--- src/rtl/ca_code_gen.sv ---
// GPS L1 C/A Gold-code generator: slews G1/G2 to a requested code phase,
// then emits one chip per chip_en with chip index and epoch pulse.
module ca_code_gen #(
    parameter int CODE_LEN = 1023,
    parameter int PHASE_W  = 10
) (
    input  logic               clk,
    input  logic               rst,
    input  logic               load,
    input  logic [5:0]         sat,
    input  logic [PHASE_W-1:0] phase,
    input  logic               chip_en,
    output logic               busy,
    output logic               chip_valid,
    output logic               chip,
    output logic [PHASE_W-1:0] chip_idx,
    output logic               epoch,
    output logic               err
);

    typedef enum logic [1:0] {
        IDLE = 2'd0,
        SLEW = 2'd1,
        RUN  = 2'd2
    } state_t;

    localparam logic [PHASE_W-1:0] LAST_IDX = PHASE_W'(CODE_LEN - 1);
    localparam logic [PHASE_W-1:0] ONE      = PHASE_W'(1);
    localparam logic [10:1]        ALL_ONES = 10'h3FF;

    state_t             state_r, state_s;
    logic [10:1]        g1_r, g1_s;
    logic [10:1]        g2_r, g2_s;
    logic [10:1]        mask_r, mask_s;
    logic [PHASE_W-1:0] cnt_r, cnt_s;
    logic [PHASE_W-1:0] idx_r, idx_s;
    logic               epoch_r, epoch_s;
    logic               err_r, err_s;
    logic               load_ok_s;

    function automatic logic [10:1] g1_step(input logic [10:1] g);
        return {g[9:1], g[3] ^ g[10]};
    endfunction

    function automatic logic [10:1] g2_step(input logic [10:1] g);
        return {g[9:1], g[2] ^ g[3] ^ g[6] ^ g[8] ^ g[9] ^ g[10]};
    endfunction

    function automatic logic [10:1] stage_bit(input logic [3:0] k);
        return 10'd1 << (k - 4'd1);
    endfunction

    // The two G2 phase-select taps stored as a mask, so the chip is a parity of G2 & mask.
    function automatic logic [10:1] tap_mask(input logic [5:0] prn);
        logic [3:0] t1;
        logic [3:0] t2;
        t1 = 4'd0;
        t2 = 4'd0;
        case (prn)
            6'd1:  begin t1 = 4'd2; t2 = 4'd6;  end
            6'd2:  begin t1 = 4'd3; t2 = 4'd7;  end
            6'd3:  begin t1 = 4'd4; t2 = 4'd8;  end
            6'd4:  begin t1 = 4'd5; t2 = 4'd9;  end
            6'd5:  begin t1 = 4'd1; t2 = 4'd9;  end
            6'd6:  begin t1 = 4'd2; t2 = 4'd10; end
            6'd7:  begin t1 = 4'd1; t2 = 4'd8;  end
            6'd8:  begin t1 = 4'd2; t2 = 4'd9;  end
            6'd9:  begin t1 = 4'd3; t2 = 4'd10; end
            6'd10: begin t1 = 4'd2; t2 = 4'd3;  end
            6'd11: begin t1 = 4'd3; t2 = 4'd4;  end
            6'd12: begin t1 = 4'd5; t2 = 4'd6;  end
            6'd13: begin t1 = 4'd6; t2 = 4'd7;  end
            6'd14: begin t1 = 4'd7; t2 = 4'd8;  end
            6'd15: begin t1 = 4'd8; t2 = 4'd9;  end
            6'd16: begin t1 = 4'd9; t2 = 4'd10; end
            6'd17: begin t1 = 4'd1; t2 = 4'd4;  end
            6'd18: begin t1 = 4'd2; t2 = 4'd5;  end
            6'd19: begin t1 = 4'd3; t2 = 4'd6;  end
            6'd20: begin t1 = 4'd4; t2 = 4'd7;  end
            6'd21: begin t1 = 4'd5; t2 = 4'd8;  end
            6'd22: begin t1 = 4'd6; t2 = 4'd9;  end
            6'd23: begin t1 = 4'd1; t2 = 4'd3;  end
            6'd24: begin t1 = 4'd4; t2 = 4'd6;  end
            6'd25: begin t1 = 4'd5; t2 = 4'd7;  end
            6'd26: begin t1 = 4'd6; t2 = 4'd8;  end
            6'd27: begin t1 = 4'd7; t2 = 4'd9;  end
            6'd28: begin t1 = 4'd8; t2 = 4'd10; end
            6'd29: begin t1 = 4'd1; t2 = 4'd6;  end
            6'd30: begin t1 = 4'd2; t2 = 4'd7;  end
            6'd31: begin t1 = 4'd3; t2 = 4'd8;  end
            6'd32: begin t1 = 4'd4; t2 = 4'd9;  end
            default: begin t1 = 4'd0; t2 = 4'd0; end
        endcase
        if (t1 == 4'd0) begin
            return 10'h000;
        end else begin
            return stage_bit(t1) | stage_bit(t2);
        end
    endfunction

    function automatic logic gold_chip(input logic [10:1] g1, input logic [10:1] g2,
                                       input logic [10:1] mask);
        return g1[10] ^ (^(g2 & mask));
    endfunction

    assign load_ok_s = (sat >= 6'd1) && (sat <= 6'd32) && (phase <= LAST_IDX);

    // Next-state: load has priority over slewing and chip_en in every state.
    always_comb begin
        state_s = state_r;
        g1_s    = g1_r;
        g2_s    = g2_r;
        mask_s  = mask_r;
        cnt_s   = cnt_r;
        idx_s   = idx_r;
        epoch_s = 1'b0;
        err_s   = 1'b0;
        if (load) begin
            g1_s  = ALL_ONES;
            g2_s  = ALL_ONES;
            idx_s = '0;
            if (load_ok_s) begin
                state_s = SLEW;
                cnt_s   = phase;
                mask_s  = tap_mask(sat);
            end else begin
                state_s = IDLE;
                cnt_s   = '0;
                err_s   = 1'b1;
            end
        end else begin
            case (state_r)
                IDLE: begin
                    state_s = IDLE;
                end
                SLEW: begin
                    if (cnt_r != '0) begin
                        g1_s  = g1_step(g1_r);
                        g2_s  = g2_step(g2_r);
                        cnt_s = cnt_r - ONE;
                        idx_s = idx_r + ONE;
                    end else begin
                        state_s = RUN;
                    end
                end
                RUN: begin
                    if (chip_en && (idx_r == LAST_IDX)) begin
                        // Explicit reload keeps the code aligned even if a step were ever miscounted.
                        g1_s    = ALL_ONES;
                        g2_s    = ALL_ONES;
                        idx_s   = '0;
                        epoch_s = 1'b1;
                    end else if (chip_en) begin
                        g1_s  = g1_step(g1_r);
                        g2_s  = g2_step(g2_r);
                        idx_s = idx_r + ONE;
                    end else begin
                        idx_s = idx_r;
                    end
                end
                default: begin
                    state_s = IDLE;
                end
            endcase
        end
    end

    // State, LFSR, tap and pulse registers.
    always_ff @(posedge clk or posedge rst) begin
        if (rst) begin
            state_r <= IDLE;
            g1_r    <= ALL_ONES;
            g2_r    <= ALL_ONES;
            mask_r  <= 10'h000;
            cnt_r   <= '0;
            idx_r   <= '0;
            epoch_r <= 1'b0;
            err_r   <= 1'b0;
        end else begin
            state_r <= state_s;
            g1_r    <= g1_s;
            g2_r    <= g2_s;
            mask_r  <= mask_s;
            cnt_r   <= cnt_s;
            idx_r   <= idx_s;
            epoch_r <= epoch_s;
            err_r   <= err_s;
        end
    end

    assign busy       = (state_r == SLEW);
    assign chip_valid = (state_r == RUN);
    assign chip_idx   = idx_r;
    assign epoch      = epoch_r;
    assign err        = err_r;
    assign chip       = chip_valid & gold_chip(g1_r, g2_r, mask_r);

endmodule

--- config.mk ---
export PLATFORM = sky130hd
export DESIGN_NAME = ca_code_gen
export DESIGN_NICKNAME = d
export VERILOG_FILES = /design/src/rtl/ca_code_gen.sv
export SDC_FILE = /design/constraint.sdc
export NUM_CORES = 1
export LEC_CHECK = 0
export BUFFER_PORTS_ARGS = -buffer_cell sky130_fd_sc_hd__buf_2
export CELL_PAD_IN_SITES_DETAIL_PLACEMENT = 1
export CELL_PAD_IN_SITES_GLOBAL_PLACEMENT = 1
export CORE_MARGIN = 4
export CORE_UTILIZATION = 41
export CTS_CLUSTER_DIAMETER = 50
export DETAILED_ROUTE_END_ITERATION = 7
export HOLD_SLACK_MARGIN = 0.12
export PLACE_DENSITY = 0.89
export SLEW_MARGIN = 0
export SYNTH_ARGS = -nofsm -noshare
export SYNTH_HDL_FRONTEND = slang
export SYNTH_SLANG_ARGS = --single-unit
export TNS_END_PERCENT = 1
--- constraint.sdc ---
create_clock -name clk -period 2.2 [get_ports clk]
set_input_delay 0 -clock clk [delete_from_list [all_inputs] [get_ports clk]]
set_output_delay 0 -clock clk [all_outputs]
set_load 0.01 [all_outputs]
==> qor.txt, run 1 <==
Outcome: finished clean
Die width: 102 µm
Post-place setup slack: -0.0767 ns
Die Ht: 102 µm
Sink Count: 54
Final cell count without fillers: 590
RD Place Congestion: 0.871
Clock period minus worst slack: 2.09 ns
Final period util: 0.949
Crit path required time: 2.42 ns
Fin worst setup slack: 0.113 ns
Fraction of layout instances using a drive strength above 1: 0.227
DRC: 0
Number of synthesized flops with an enable pin: 0
H-tree levels: 2
Syn-to-layout area delta: 18.0%
Net Count, Synth: 463
Initial core utilization: 0.430
Num CTS Buffers: 5
WS Path Type: flip-flop to flip-flop
TritonCTS clock tree: built
Ports: 35
Synthesized area per cell: 8.33 µm²
Final Slew Violations: 0
Design Area, Final: 0.00426 mm²
Worst setup SP type: flip-flop
Ant diodes: 0
Antenna Violating Nets Remaining: 0
CP arrival: 2.31 ns
Latest clock arrival within the worst-skew pair: 0.32 ns
Synth Warn #: 0
P_leak: 1.81 nW
Top cells by area, synth: dfrtp_1, dfstp_2, nor2_1, a21oi_1, nand2_1
Area of the die: 0.0104 mm²
Clock skew: 0.0172 ns
Initial antenna violation count: 0
Final Setup Violations: 0
Clk slew on worst S/H paths: 0.12 ns
Fmax: 479 MHz
Worst slew margin relative to its limit: 0.641
Worst Hold Class: input pin to flip-flop
First-pass GRT wire length: 18.0 mm
Post-synth top area cell: dfrtp_1
Gr usage total: 0.216
Crit Path Max Fanout: 40
FILL cells: 1034
Longest Clk Path Bufs: 2
Drt total wl: 10.6 mm
Crit-path cells: inv_1, ha_1, nor3b_4, nand4_1, a221o_2, buf_6, nor2_1, a21oi_1
Max stage delay cell, worst path: a221o_2
Largest net degree at the start of global routing: 41
TritonRoute pass-1 iters: 4
Mapped Cells: 433
DR iter-0 viols: 114
WL per Instance: 17.9 µm
CTS root buf: clkbuf_8
Routed via count: 3416
Layout net count: 514
Max IR drop VDD: 301 µV
Unrepaired setup endpoints after global routing: true
Dpl cells: 570
HPWL after detailed placement: 7.37 mm
Core footprint: 0.00838 mm²
Detail-routed via count per cell: 5.79
Top cell type's share of synthesized area: 0.236
Max stage delay on crit path: 0.47 ns
Post-DP Area: 0.00399 mm²
Total power per unit cell area: 631 mW/mm²
Rows: 33
Top FF cell, synth: dfrtp_1
Least-Margin Pin Slew: 0.538 ns
Register area share after synthesis: 0.382
Total power draw: 2.69 mW
Crit. End Element: flip-flop
Yosys reg bits: 54
Final hold vios: 0
Async S/R FF share, synth: 1.00
Port bufs: 34
Global route overflow: 0
Vias in the first global route: 3692
Synth Cell Area: 0.00361 mm²
Max Cap Viol: 0
Number of distinct library cells after synthesis: 62
[layout make-up]
class	instances	area, µm²	area share
sequential	54	1380	0.323
clock buffer	5	68.8	0.0162
timing repair buffer	70	490	0.115
multi-input combinational	338	2100	0.494
tap	105	131	0.0309
clock inverter	3	28.8	0.00676
inverter	15	58.8	0.0138
[worst max-delay path: cells and delay by family, from the launching register on]
kind	cells	cell delay, ns
adder cells (fa/ha/maj)	1	0.19
AO/OA/AOI/OAI	2	0.54
flip-flops	1	0.39
AND/OR/NAND/NOR	3	0.53
buffers and inverters	2	0.32
[Yosys cell counts (9+ instances only)]
cell type	n
xor2_1	9
dfstp_2	20
dfrtp_1	34
nor2_1	71
nand2b_1	9
nor2b_1	9
xnor2_1	12
clkbuf_1	21
a21oi_1	37
inv_1	14
o21ai_0	25
nand2_1	40
nand3_1	10
ha_1	10
[layout by cell type, fill, tap and decap left out, types with 5 or more instances in the layout]
cell type,netlist,final
buf_2,4,34
dfstp_2,20,20
nor3_1,6,5
or2_2,6,6
xor2_1,9,9
nand3_1,10,10
dlygate4sd3_1,0,12
nor2b_1,9,9
clkbuf_8,0,5
a211oi_1,6,5
nor2_1,71,71
ha_1,10,10
a22o_1,6,6
o21ai_0,25,23
buf_4,0,21
nand2b_1,9,9
nand2_1,40,40
xnor2_1,12,12
and3_1,5,5
o31ai_1,5,5
dfrtp_1,34,34
a21oi_1,37,37
nand4_1,5,5
inv_1,14,13
a32oi_1,6,6
[per-stage QoR]
stage,util,hold slack [ns],setup TNS [ns]
floorplan,-,0.146,0
global placement,0.476,0.0595,0
detailed placement,0.476,0.0562,-0.342
CTS,0.504,0.122,0
global route,0.508,0.167,-0.0133
finish,0.508,0.141,0
[where the power goes]
group	internal (mW)	switching [mW]	total (mW)
Clock	0.237	0.373	0.610
Combinational	0.355	0.475	0.830
Sequential	1.12	0.124	1.25
Total	1.71	0.971	2.69
[routing by layer]
layer / vias up / track usage / part of all wire
met5: - / 0 / 0
met4: 0 / 0.0726 / 0.024
met1: 1703 / 0.260 / 0.42
met3: 18 / 0.0262 / 0.022
met2: 51 / 0.395 / 0.53
li1: 1644 / - / -
[worst paths after layout]
path,slack (ns),cells past startpoint,start,end
hold reg to reg,0.50,2,mask_r[3],mask_r[3]
min in group asynchronous,0.29,3,rst,cnt_r[1]
max in group asynchronous,1.20,4,rst,g2_r[6]
hold / removal,0.14,2,load,epoch
setup reg to reg,0.11,8,cnt_r[1],g2_r[6]
setup / recovery,0.11,8,cnt_r[1],g2_r[6]
[state kept, by name (all words and copies together), names as in the netlist]
register,count
g1_r,10
err,1
epoch,1
cnt_r,10
chip_idx,10
mask_r,10
state_r,2
g2_r,10
[cells by family after synthesis]
family	share of synthesized area
and+or+nand+nor	0.227
xor gates and xnor gates	0.0510
DFF	0.382
muxes	0.0298
adders and majority gates	0.0347
buffers and inverters	0.0468
AOI/OAI and AO/OA	0.229
[what timing repair did]
item / 4_1_cts / 5_1_grt
gates resized for setup: 3 / 9
buffers inserted: 0 / 0
endpoints found under the setup margin: 22 / 28
pin swaps: 0 / 3
hold buffers: 12 / 0
endpoints found under the hold margin: 32 / 0
No activity file was read; power rests on OpenSTA's default activity.
==> run 2, diff against run 1 <==
--- a/config.mk
+++ b/config.mk
@@ -12,8 +12,10 @@
 export CORE_UTILIZATION = 41
 export CTS_CLUSTER_DIAMETER = 50
 export DETAILED_ROUTE_END_ITERATION = 7
+export GPL_ROUTABILITY_DRIVEN = 0
 export HOLD_SLACK_MARGIN = 0.12
-export PLACE_DENSITY = 0.89
+export PLACE_DENSITY_LB_ADDON = 0.1
+export REMOVE_ABC_BUFFERS = 1
 export SLEW_MARGIN = 0
 export SYNTH_ARGS = -nofsm -noshare
 export SYNTH_HDL_FRONTEND = slang
==> run 2 against run 1 <==
  * Worst hold slack better by 0.0085 ns
  * Critical path depth rose by 1
  * Critical path type unchanged
  * Wire length decreased by 8.3%
  * Design area is 0.24% higher
  * Clock skew grew 0.0062 ns
  * Maximum frequency is 2.1% higher
==> qor.txt, run 2 (synthesis results as in run 1) <==
Worst Hold Class: input pin to flip-flop
Crit-path cells: inv_1, ha_1, nor3b_2, nand4_1, a221o_1, buf_4, nand2_1, xor2_1, nor2_1
Least-Margin Pin Slew: 0.570 ns (+0.0324 ns)
FILL cells: 1017 (-1.6%)
Worst setup SP type: flip-flop
Worst Hold End: epoch
P_leak: 1.83 nW (+1.2%)
Worst slew margin relative to its limit: 0.619 (-0.0216)
Max stage delay cell, worst path: a221o_1
Detail-routed via count per cell: 5.59 (-3.5%)
Hold Crit Start: load
TritonCTS clock tree: built
Core footprint: 0.00838 mm² (unchanged)
Layout net count: 522 (+1.6%)
DR iter-0 viols: 66 (-42%)
Outcome: finished clean
Reg2Reg Depth: 9 (+1)
Ports: 35 (unchanged)
Sink Count: 54 (unchanged)
Crit Path Max Fanout: 12 (-70%)
Setup TNS: 0 ns (unchanged)
Final Slew Violations: 0 (unchanged)
First-pass GRT wire length: 16.3 mm (-9.4%)
Commonest non-fill, non-tap cell in the layout: nor2_1
Crit path required time: 2.39 ns (-0.03 ns)
Clock period minus worst slack: 2.04 ns (-0.0431 ns)
Routed via count: 3342 (-2.2%)
Rows: 33 (unchanged)
Final Setup Violations: 0 (unchanged)
R2r setup slk: 0.16 ns (+0.04 ns)
Port bufs: 34 (unchanged)
Largest net degree at the start of global routing: 28 (-32%)
Total power draw: 2.61 mW (-2.9%)
Gr usage total: 0.194 (-0.0218)
H-tree levels: 2 (unchanged)
Initial antenna violation count: 0 (unchanged)
Drt total wl: 9.71 mm (-8.3%)
Final hold slack: 0.150 ns (+0.00851 ns)
WS Path Type: flip-flop to flip-flop
Latest clock arrival within the worst-skew pair: 0.31 ns (about the same)
Total power per unit cell area: 612 mW/mm² (-3.1%)
Max Cap Viol: 0 (unchanged)
TritonRoute pass-1 iters: 4 (unchanged)
Vias in the first global route: 3387 (-8.3%)
Antenna Violating Nets Remaining: 0 (unchanged)
Fmax: 489 MHz (+2.1%)
Die Ht: 102 µm (unchanged)
CTS root buf: clkbuf_8
Syn-to-layout area delta: 18.2%
Critical R2R Launch: cnt_r[1]
Final period util: 0.929 (-0.0196)
Longest Clk Path Bufs: 2 (unchanged)
Hold Path Cell Cnt: 2 (unchanged)
HPWL after detailed placement: 7.41 mm (+0.42%)
Clk slew on worst S/H paths: 0.11 ns (about the same)
Ant diodes: 0 (unchanged)
Global route overflow: 0 (unchanged)
DRC: 0 (unchanged)
CP arrival: 2.24 ns (-0.07 ns)
Area of the die: 0.0104 mm² (unchanged)
Unrepaired setup endpoints after global routing: false
Post-place setup slack: -0.0384 ns (+0.0384 ns)
Reg2reg end: chip_idx[2]
Clock skew: 0.0234 ns (+0.00620 ns)
Critical Path Start: cnt_r[1]
Max IR drop VDD: 354 µV (+18%)
Num CTS Buffers: 5 (unchanged)
Crit. End Element: flip-flop
Die width: 102 µm (unchanged)
Commonest non-fill, non-tap cells in the layout: nor2_1, nand2_1, a21oi_1
Max stage delay on crit path: 0.40 ns (-0.07 ns)
Final hold vios: 0 (unchanged)
Initial core utilization: 0.430 (unchanged)
Fraction of layout instances using a drive strength above 1: 0.231 (+0.00443)
WL per Instance: 16.2 µm (-9.5%)
Fin worst setup slack: 0.156 ns (+0.0431 ns)
[run 2: cell type report]
| class | count | area (µm²) | share of cell area |
|---|---|---|---|
| Multi-Input combinational cell | 338 | 2080 | 0.488 |
| Sequential cell | 54 | 1380 | 0.323 |
| Timing Repair Buffer | 78 | 531 | 0.124 |
| Tap cell | 105 | 131 | 0.0308 |
| Clock buffer | 6 | 72.6 | 0.0170 |
| Inverter | 15 | 58.8 | 0.0138 |
| Clock inverter | 2 | 13.8 | 0.00323 |
[run 2: worst max-delay path, delay by kind of cell, from the launching register on]
family / cells / cell delay, ns
AOI/OAI and AO/OA: 1 / 0.40
xor gates and xnor gates: 1 / 0.17
adders and majority gates: 1 / 0.18
buffers and inverters: 2 / 0.28
DFF: 1 / 0.39
and+or+nand+nor: 4 / 0.49
[run 2: worst max-delay path by stage]
stage,end,slack (ns),cells past startpoint
after floorplan,chip_idx[9],-0.34,8
after global placement,cnt_r[9],-0.001,7
after detailed placement,cnt_r[9],-0.04,7
after CTS,chip_idx[2],0.05,9
after global routing,chip_idx[4],0.004,9
final,chip_idx[2],0.16,9
[run 2: metrics by stage]
step	instances	instance area, µm²	utilization
after floorplan	407	3500	-
after global placement	578	4040	0.482
after detailed placement	578	4040	0.482
after CTS	598	4250	0.507
after global routing	598	4270	0.509
final	598	4270	0.509
[run 2: power by group]
part           internal, mW  switching [mW]
Sequential             1.12           0.110
Combinational         0.362           0.459
Clock                 0.228           0.329
Total                  1.71           0.897
[run 2: layer usage]
layer  vias to the layer above  GRT usage  wire length [µm]
met4                         0     0.0470               140
li1                       1651          -                 -
met5                         -          0                 0
met1                      1624      0.253              4500
met3                        13     0.0227               211
met2                        54      0.342              4860
[run 2: timing repair]
| item | CTS | global route |
|---|---|---|
| setup buffers | 0 | 0 |
| pin swaps | 0 | 0 |
| endpoints found under the setup margin | 2 | 19 |
| gates resized for setup | 1 | 3 |
| hold endpoints to repair | 36 | 0 |
| hold buffers | 12 | 0 |
